===== src/rtl/multdiv_issue.sv =====
// Request sequencer in front of the iterative multiplier/divider: latches operands, issues a
// one-cycle start pulse, waits for the unit and holds the response. Option: MULTDIV_TIMEOUT_EN.
module multdiv_issue #(
  parameter int WIDTH   = 32,
  parameter int TIMEOUT = 40
) (
  input  logic             clock,
  input  logic             reset_n,
  input  logic             req_valid,
  output logic             req_ready,
  input  logic             req_is_div,
  input  logic [WIDTH-1:0] req_opA,
  input  logic [WIDTH-1:0] req_opB,
  output logic [WIDTH-1:0] unit_operandA,
  output logic [WIDTH-1:0] unit_operandB,
  output logic             unit_ctrl_MULT,
  output logic             unit_ctrl_DIV,
  input  logic [WIDTH-1:0] unit_result,
  input  logic             unit_exception,
  input  logic             unit_resultRDY,
  output logic             resp_valid,
  input  logic             resp_ready,
  output logic [WIDTH-1:0] resp_result,
  output logic             resp_exception,
  output logic             busy
);

  typedef enum logic [1:0] {
    ST_IDLE  = 2'b00,
    ST_START = 2'b01,
    ST_WAIT  = 2'b10,
    ST_DONE  = 2'b11
  } state_e;

  state_e           state_q, state_d;
  logic [WIDTH-1:0] opa_q, opa_d;
  logic [WIDTH-1:0] opb_q, opb_d;
  logic [WIDTH-1:0] res_q, res_d;
  logic             is_div_q, is_div_d;
  logic             exc_q, exc_d;
  logic             req_ready_q, req_ready_d;
  logic             resp_valid_q, resp_valid_d;
  logic             busy_q, busy_d;
  logic             ctrl_mult_q, ctrl_mult_d;
  logic             ctrl_div_q, ctrl_div_d;
  logic             req_fire_s;
  logic             resp_fire_s;
  logic             div_zero_s;

`ifdef MULTDIV_TIMEOUT_EN
  localparam logic [5:0] TO_LAST = 6'(TIMEOUT - 1);
  logic [5:0] cnt_q, cnt_d;
`endif

  assign req_fire_s  = req_valid & req_ready_q;
  assign resp_fire_s = resp_valid_q & resp_ready;
  assign div_zero_s  = req_is_div & (req_opB == {WIDTH{1'b0}});

  // Next-state, operand/result capture and registered-output decode
  always_comb begin
    state_d  = state_q;
    opa_d    = opa_q;
    opb_d    = opb_q;
    is_div_d = is_div_q;
    res_d    = res_q;
    exc_d    = exc_q;
    case (state_q)
      ST_IDLE: begin
        if (req_fire_s) begin
          opa_d    = req_opA;
          opb_d    = req_opB;
          is_div_d = req_is_div;
          if (div_zero_s) begin
            // Divide by zero never reaches the unit
            res_d   = {WIDTH{1'b0}};
            exc_d   = 1'b1;
            state_d = ST_DONE;
          end else begin
            state_d = ST_START;
          end
        end else begin
          state_d = ST_IDLE;
        end
      end
      ST_START: begin
        state_d = ST_WAIT;
      end
      ST_WAIT: begin
        if (unit_resultRDY) begin
          res_d   = unit_result;
          exc_d   = unit_exception;
          state_d = ST_DONE;
        end else begin
`ifdef MULTDIV_TIMEOUT_EN
          if (cnt_q == TO_LAST) begin
            res_d   = {WIDTH{1'b0}};
            exc_d   = 1'b1;
            state_d = ST_DONE;
          end else begin
            state_d = ST_WAIT;
          end
`else
          state_d = ST_WAIT;
`endif
        end
      end
      ST_DONE: begin
        if (resp_fire_s) begin
          state_d = ST_IDLE;
        end else begin
          state_d = ST_DONE;
        end
      end
      default: begin
        state_d = ST_IDLE;
      end
    endcase

    req_ready_d  = (state_d == ST_IDLE);
    busy_d       = (state_d != ST_IDLE);
    resp_valid_d = (state_d == ST_DONE);
    ctrl_div_d   = (state_d == ST_START) & is_div_d;
    ctrl_mult_d  = (state_d == ST_START) & ~is_div_d;
  end

`ifdef MULTDIV_TIMEOUT_EN
  // Watchdog counter: zero outside WAIT, counts WAIT cycles
  always_comb begin
    cnt_d = 6'd0;
    if (state_q == ST_WAIT) begin
      cnt_d = cnt_q + 6'd1;
    end else begin
      cnt_d = 6'd0;
    end
  end

  // Watchdog counter register
  always_ff @(posedge clock or negedge reset_n) begin
    if (!reset_n) begin
      cnt_q <= 6'd0;
    end else begin
      cnt_q <= cnt_d;
    end
  end
`endif

  // State, datapath and output registers
  always_ff @(posedge clock or negedge reset_n) begin
    if (!reset_n) begin
      state_q      <= ST_IDLE;
      opa_q        <= {WIDTH{1'b0}};
      opb_q        <= {WIDTH{1'b0}};
      res_q        <= {WIDTH{1'b0}};
      is_div_q     <= 1'b0;
      exc_q        <= 1'b0;
      req_ready_q  <= 1'b1;
      resp_valid_q <= 1'b0;
      busy_q       <= 1'b0;
      ctrl_mult_q  <= 1'b0;
      ctrl_div_q   <= 1'b0;
    end else begin
      state_q      <= state_d;
      opa_q        <= opa_d;
      opb_q        <= opb_d;
      res_q        <= res_d;
      is_div_q     <= is_div_d;
      exc_q        <= exc_d;
      req_ready_q  <= req_ready_d;
      resp_valid_q <= resp_valid_d;
      busy_q       <= busy_d;
      ctrl_mult_q  <= ctrl_mult_d;
      ctrl_div_q   <= ctrl_div_d;
    end
  end

  assign req_ready      = req_ready_q;
  assign busy           = busy_q;
  assign resp_valid     = resp_valid_q;
  assign resp_result    = res_q;
  assign resp_exception = exc_q;
  assign unit_operandA  = opa_q;
  assign unit_operandB  = opb_q;
  assign unit_ctrl_MULT = ctrl_mult_q;
  assign unit_ctrl_DIV  = ctrl_div_q;

endmodule


===== config.mk =====
export PLATFORM = sky130hd
export DESIGN_NAME = multdiv_issue
export DESIGN_NICKNAME = d
export VERILOG_FILES = /design/src/rtl/multdiv_issue.sv
export SDC_FILE = /design/constraint.sdc
export NUM_CORES = 1
export LEC_CHECK = 0
export ABC_AREA = 1
export CORE_MARGIN = 8
export CORE_UTILIZATION = 30
export CTS_CLUSTER_SIZE = 40
export DETAILED_ROUTE_END_ITERATION = 10
export PLACE_DENSITY = 0.63
export SLEW_MARGIN = 20
export SYNTH_ARGS = -nofsm -noshare
export SYNTH_HDL_FRONTEND = slang
export SYNTH_SLANG_ARGS = --single-unit

===== constraint.sdc =====
create_clock -name clock -period 1.6 [get_ports clock]
set_clock_uncertainty 0.15 [all_clocks]
set_input_delay 0.32 -clock clock [delete_from_list [all_inputs] [get_ports clock]]
set_output_delay 0.32 -clock clock [all_outputs]
set_load 0.01 [all_outputs]

==> results of run 1 <==
-- cell usage in the layout, fill, tap and decap left out, types with 3 or more instances in the layout --
master	count
a21oi_1	3
buf_12	8
buf_4	41
clkbuf_16	9
clkdlybuf4s50_1	69
dfrtp_1	103
dlygate4sd2_1	130
dlymetal6s2s_1	3
inv_1	23
nand2_1	216
nand2_2	11
nand2_8	4
nand3_1	6
nand3_2	3
nand4_1	35
nor2_1	13
nor2_2	3
o21ai_0	10
o21ai_1	10
-- power breakdown --
group	total (mW)	internal [mW]	leakage, nW	switching [mW]
logic	5.18	2.35	2.37	2.84
registers	4.43	3.82	1.32	0.618
clock network	2.27	1.31	0.150	0.960
-- cell type report --
cell class / instances / area [um2] / share of cell area, %
Sequential cell: 105 / 2630 / 36.9
Timing Repair Buffer: 255 / 2370 / 33.3
Multi-Input combinational cell: 319 / 1480 / 20.7
Clock buffer: 13 / 260 / 3.65
Tap cell: 180 / 225 / 3.16
Inverter: 27 / 109 / 1.53
Clock inverter: 3 / 47.5 / 0.667
Antenna cell: 1 / 2.50 / 0.0351
-- synth_stat cells --
master / number / area [um2]
a21oi_1: 3 / 15.0
buf_1: 3 / 11.3
buf_2: 8 / 40.0
buf_4: 4 / 30.0
buf_6: 6 / 67.6
clkbuf_1: 5 / 18.8
clkinv_4: 1 / 8.76
dfrtp_1: 104 / 2600
dfstp_2: 1 / 26.3
inv_1: 24 / 90.1
inv_2: 1 / 3.75
inv_4: 1 / 6.26
nand2_1: 228 / 856
nand2_4: 2 / 22.5
nand3_1: 9 / 45.0
nand4_1: 35 / 219
nand4_4: 1 / 21.3
nor2_1: 15 / 56.3
nor2_2: 1 / 6.26
o21ai_0: 10 / 50.1
o21ai_1: 10 / 50.1
or2_0: 1 / 6.26
or2_2: 1 / 6.26
-- through the flow --
step           setup TNS, ns  total power [mW]  instances
6_report                   0              11.9        903
5_1_grt               -0.563              12.8        903
4_1_cts                    0              11.8        898
3_5_place_dp          -29.03              9.98        851
3_3_place_gp          -25.87              9.86        851
2_1_floorplan              0              6.77        474
-- worst paths after layout --
kind                                             startpoint                       endpoint  slack (ns)  cells after the start
worst max register to register          req_ready$_DFF_PN1_    resp_result[15]$_DFFE_PN0P_        0.01                      6
worst min register to register  resp_result[17]$_DFFE_PN0P_    resp_result[17]$_DFFE_PN0P_        0.32                      2
worst max-delay path                    req_ready$_DFF_PN1_    resp_result[15]$_DFFE_PN0P_        0.01                      6
min in group asynchronous                           reset_n  unit_operandA[22]$_DFFE_PN0P_        0.29                      2
max in group asynchronous                           reset_n  unit_operandA[11]$_DFFE_PN0P_        0.41                      3
worst min-delay path                            req_opB[26]  unit_operandB[26]$_DFFE_PN0P_        0.08                      3
-- registers in the layout, summed over array words and instances, names as in the netlist --
| register | cells |
|---|---|
| busy | 1 |
| is_div_q | 1 |
| unit_ctrl_DIV | 1 |
| resp_exception | 1 |
| req_ready | 1 |
| unit_ctrl_MULT | 1 |
| unit_operandB | 32 |
| resp_valid | 1 |
| unit_operandA | 32 |
| state_q | 2 |
| resp_result | 32 |
-- kinds of logic after synthesis --
kind of cell	after synthesis
compound gates	23
simple gates	293
flops	105
buf+inv	53
-- layer usage --
metal  up-vias  share of wire (%)
met5         -                  0
met2       140                 50
met4         0                2.2
li1       1989                  -
met1      1941                 41
met3        18                7.1
-- worst min-delay path, stage by stage --
cell and delay [ns]:
dlymetal6s2s_1 0.10, nand2_1 0.06, nand2_1 0.05
-- timing repair --
action / CTS / global route
hold buffers: 1 / 0
gates resized for setup: 149 / 14
setup endpoints to repair: 135 / 75
gates cloned: 3 / 0
setup buffers: 27 / 4
endpoints found under the hold margin: 25 / 0
pin swaps: 15 / 16
==> metrics, run 1 <==
outcome=finished clean; num rows=43; Pins Over Slew Limit=0; Cell Chain, Critical Path=nand4_4 > nand2_8 > buf_12 > nand2_8 > nand2_2 > nand2_1; # nets final=820; fraction of synthesized area in multiplexers=0%; register bit total from synthesis=105; DR vias/cell=4.53; met2 usage=26.4%; routed len/inst=15.6 um; clock sinks=105; final design utilization=51.3%; CTS tree=built; Max Root-Sink Buffers=2; Synth Area in Compound Gates=2.70%; Die Wd=135 um; final hold slack=0.0782 ns; Core ar.=13900 um2; post-synthesis xor/xnor area fraction=0%; Crit Path Class=register to register; largest family of logic cells by synthesized area=simple AND/OR/NAND/NOR gates; clk root buf=clkbuf_16; Post-Synth Simple-Gate Area=29.1%; Final ANT Viol Nets=0; router iterations before antenna repair=4; Starting Density=30.7%; clock slew at reported path FFs=0.07 ns; class of the worst hold path=input pin to register; CP peak stage delay=0.56 ns; critical path startpoint category=register; synthesized instance count=474; die area=18300 um2; Initial DRC Count=162; layout cell share with drive strength beyond 1=13.4%; CP max FO=8; global routing's busiest layer=met2; DRC viols=0; Pleak=3.85 nW; DP Worst Slack=-0.532 ns; Max Cap Violations=0; Critical Path AT=1.66 ns; critical path required time=1.67 ns; GR Util All Layers=15.5%; vias in the first global route=4249; I/O pins=205; CTS Buf Count=9; Fillers=1385; mapped cell area=4260 um2; Rel. slew slack=75.1%; via count=4088; pwr/cell area=1670 nW/um2; placed inst area=6550 um2; post-synthesis sequential area ratio=61.7%; largest net degree at the start of global routing=48; Post-Synth Adder-Cell Area=0%; fin crit share=99.2%; Worst Setup End Kind=register; Syn Nets=577; Buffers on Ports=204; final instance area=7120 um2; RSZ-0062 raised after global routing=yes; drt total wl=14100 um; Clock Latency Late Sink=0.34 ns; cell family with most CP delay=simple AND/OR/NAND/NOR gates; H-tree depth=3; Fin. Hold Viols=0; GPL Wtd Cong=0.768; endpoints failing setup=0; Worst path most repeated cell=nand2_8; max frequency=630 MHz; first-pass GRT wire length=22600 um; chip height=135 um; Max stage delay cell, worst path=dfstp_2; dpl hpwl=10300 um; WP buf/inv=1; setup ws final=0.0123 ns; crit path time final=1.59 ns; met1 Track Usage GR=18.1%; Yosys cell types=23; Slew @ Worst Pin=0.373 ns; M3 GR Usage=4.23%; Synth warnings=0; area delta synth->final=67.3%; initial antenna violation count=1; grt total ovfl=0; maximum vdd drop=590 uV; Synth Area per Inst=8.99 um2
Power figures use the tool's default switching activity.
==> run 2, diff against run 1 <==
Clock period 1.6 ns to 1.9 ns, I/O delays scaled along.
==> run 2 against run 1 <==
Global-route usage fell by 0.74 points. Sequential power fell by 15%. Critical path type is now register to primary output. Sequential share of layout area rose by 1.6 points. Setup slack improved by 0.079 ns. Worst hold slack improved by 0.24 ns. Utilization fell by 2.2 points. Register-to-register slack improved by 0.25 ns. Cell area fell by 4.2%. Count of clock-buffer cells in the layout fell by 1. First-iteration DRC count fell by 1.2%.
==> metrics, run 2 (synthesized netlist as in run 1, its figures left out) <==
Clock power frac=17.2% (was 19.1%); dpl hpwl=10400 um (was 10300 um); DRC viols=0 (unchanged); cell family with most CP delay=buffers and inverters (was simple AND/OR/NAND/NOR gates); Pleak=3.29 nW (was 3.85 nW); Pins Over Slew Limit=0 (unchanged); crit path time final=1.81 ns; WP buf/inv=1 (unchanged); CP peak stage delay=0.60 ns (was 0.56 ns); class of the worst hold path=register to register (was input pin to register); vias in the first global route=4070 (was 4249); outcome=finished clean (unchanged); Max Root-Sink Buffers=2 (unchanged); num rows=43 (unchanged); Crit Path Class=register to primary output (was register to register); maximum vdd drop=567 uV (was 590 uV); Core ar.=13900 um2 (unchanged); router iterations before antenna repair=4 (unchanged); DP Worst Slack=-0.279 ns (was -0.532 ns); Cell Chain, Critical Path=clkdlybuf4s50_1 (was nand4_4 > nand2_8 > buf_12 > nand2_8 > nand2_2 > nand2_1); CTS Buf Count=9 (unchanged); worst hold start=resp_result[0]$_DFFE_PN0P_ (was req_opB[26]); Sequential Area=2630 um2 (about the same); Worst Setup End Kind=primary output (was register); initial antenna violation count=0 (was 1); drt total wl=13500 um (was 14100 um); Sw Ratio=35.1% (was 37.1%); Slew @ Worst Pin=0.372 ns (was 0.373 ns); clock sinks=105 (unchanged); Max stage delay cell, worst path=clkdlybuf4s50_1 (was dfstp_2); H-tree depth=3 (unchanged); Fillers=1320 (was 1385); endpoints failing setup=0 (unchanged); I/O pins=205 (unchanged); Rel. slew slack=75.2% (was 75.1%); GPL Wtd Cong=0.764 (was 0.768); Internal=6.50 mW (was 7.47 mW); CTS tree=built (unchanged); Max Cap Violations=0 (unchanged); chip height=135 um (unchanged); die area=18300 um2 (unchanged); CP max FO=2 (was 8); commonest non-fill, non-tap cell in the layout=nand2_1 (unchanged); grt total ovfl=0 (unchanged); Final ANT Viol Nets=0 (unchanged); multi-input logic area=1360 um2 (was 1480 um2); worst setup path start=resp_exception$_DFFE_PN0P_ (was req_ready$_DFF_PN1_); max frequency=553 MHz; largest net degree at the start of global routing=48 (unchanged); fin crit share=95.2%; clk root buf=clkbuf_16 (unchanged); Reg power frac=37.5% (was 37.3%); first-pass GRT wire length=21400 um (was 22600 um); DR vias/cell=4.53 (about the same); layout cell share with drive strength beyond 1=5.98% (was 13.4%); setup ws final=0.0914 ns (was 0.0123 ns); pwr/cell area=1470 nW/um2 (was 1670 nW/um2); worst r2r src=state_q[0]$_DFF_PN0_ (was req_ready$_DFF_PN1_); Initial DRC Count=160 (was 162); routed len/inst=15.5 um (was 15.6 um); Clock Latency Late Sink=0.33 ns (was 0.34 ns); Critical Path AT=1.28 ns (was 1.66 ns); Comb power frac=45.4% (was 43.6%); commonest cells after routing, fill and taps aside=nand2_1, clkdlybuf4s50_1, dfrtp_1 (was nand2_1, dlygate4sd2_1, dfrtp_1); clock slew at reported path FFs=0.07 ns (about the same); Fin. Hold Viols=0 (unchanged); # nets final=784 (was 820); area delta synth->final=60.3% (was 67.3%); Net Switching=3.52 mW (was 4.42 mW); diode count=0 (was 1); final hold slack=0.320 ns (was 0.0782 ns); Starting Density=30.7% (unchanged); Die Wd=135 um (unchanged); critical path required time=1.37 ns (was 1.67 ns); via count=3923 (was 4088); Buffers on Ports=204 (unchanged); GR Util All Layers=14.8% (was 15.5%); Pwr Total=10.0 mW (was 11.9 mW); critical path startpoint category=register (unchanged)
run 2: power by group through the flow:
stage	registers (mW)	clock network [mW]	logic, mW
floorplan	4.17	0	1.53
global placement	3.76	0	4.53
detailed placement	3.78	0	4.61
CTS	3.76	1.79	4.61
global route	3.88	1.88	4.98
finish	3.75	1.72	4.55
run 2: per-layer routing:
layer	GRT usage [%]	routed length, um	up-vias
met5	0	0	-
met4	6.72	363	0
li1	-	-	1906
met3	4.64	1070	22
met2	25.1	6730	143
met1	16.6	5290	1852
run 2: what timing repair did:
action / in CTS / in global routing
hold buffers: 1 / 0
setup endpoints to repair: 1 / 15
gates resized for setup: 1 / 1
hold endpoints to repair: 25 / 0
setup buffers: 0 / 0
run 2: area by class of cell:
| class | instances | area share (%) |
|---|---|---|
| Timing Repair Buffer | 222 | 32.6 |
| Tap cell | 180 | 3.30 |
| Clock inverter | 4 | 0.403 |
| Clock buffer | 12 | 3.61 |
| Inverter | 27 | 1.59 |
| Multi-Input combinational cell | 316 | 20.0 |
| Sequential cell | 105 | 38.5 |
run 2: final timing paths:
path                                                       to  slack (ns)  cells after the start
worst max-delay path                           resp_exception        0.09                      1
worst min-delay path               resp_result[0]$_DFFE_PN0P_        0.32                      2
worst min register to register     resp_result[0]$_DFFE_PN0P_        0.32                      2
min in group asynchronous       unit_operandB[17]$_DFFE_PN0P_        0.36                      2
max in group asynchronous         resp_result[17]$_DFFE_PN0P_        0.65                      3
worst max register to register    resp_result[18]$_DFFE_PN0P_        0.26                      6
run 2: stage by stage:
stage          utilization (%)  area, um2  setup TNS (ns)  std cells
6_report                  49.2       6830               0        866
5_1_grt                   49.2       6830        -0.00196        866
4_1_cts                   49.1       6820               0        866
3_5_place_dp              47.1       6530           -8.45        849
3_3_place_gp              47.1       6530           -7.48        849
2_1_floorplan                -       4260               0        474
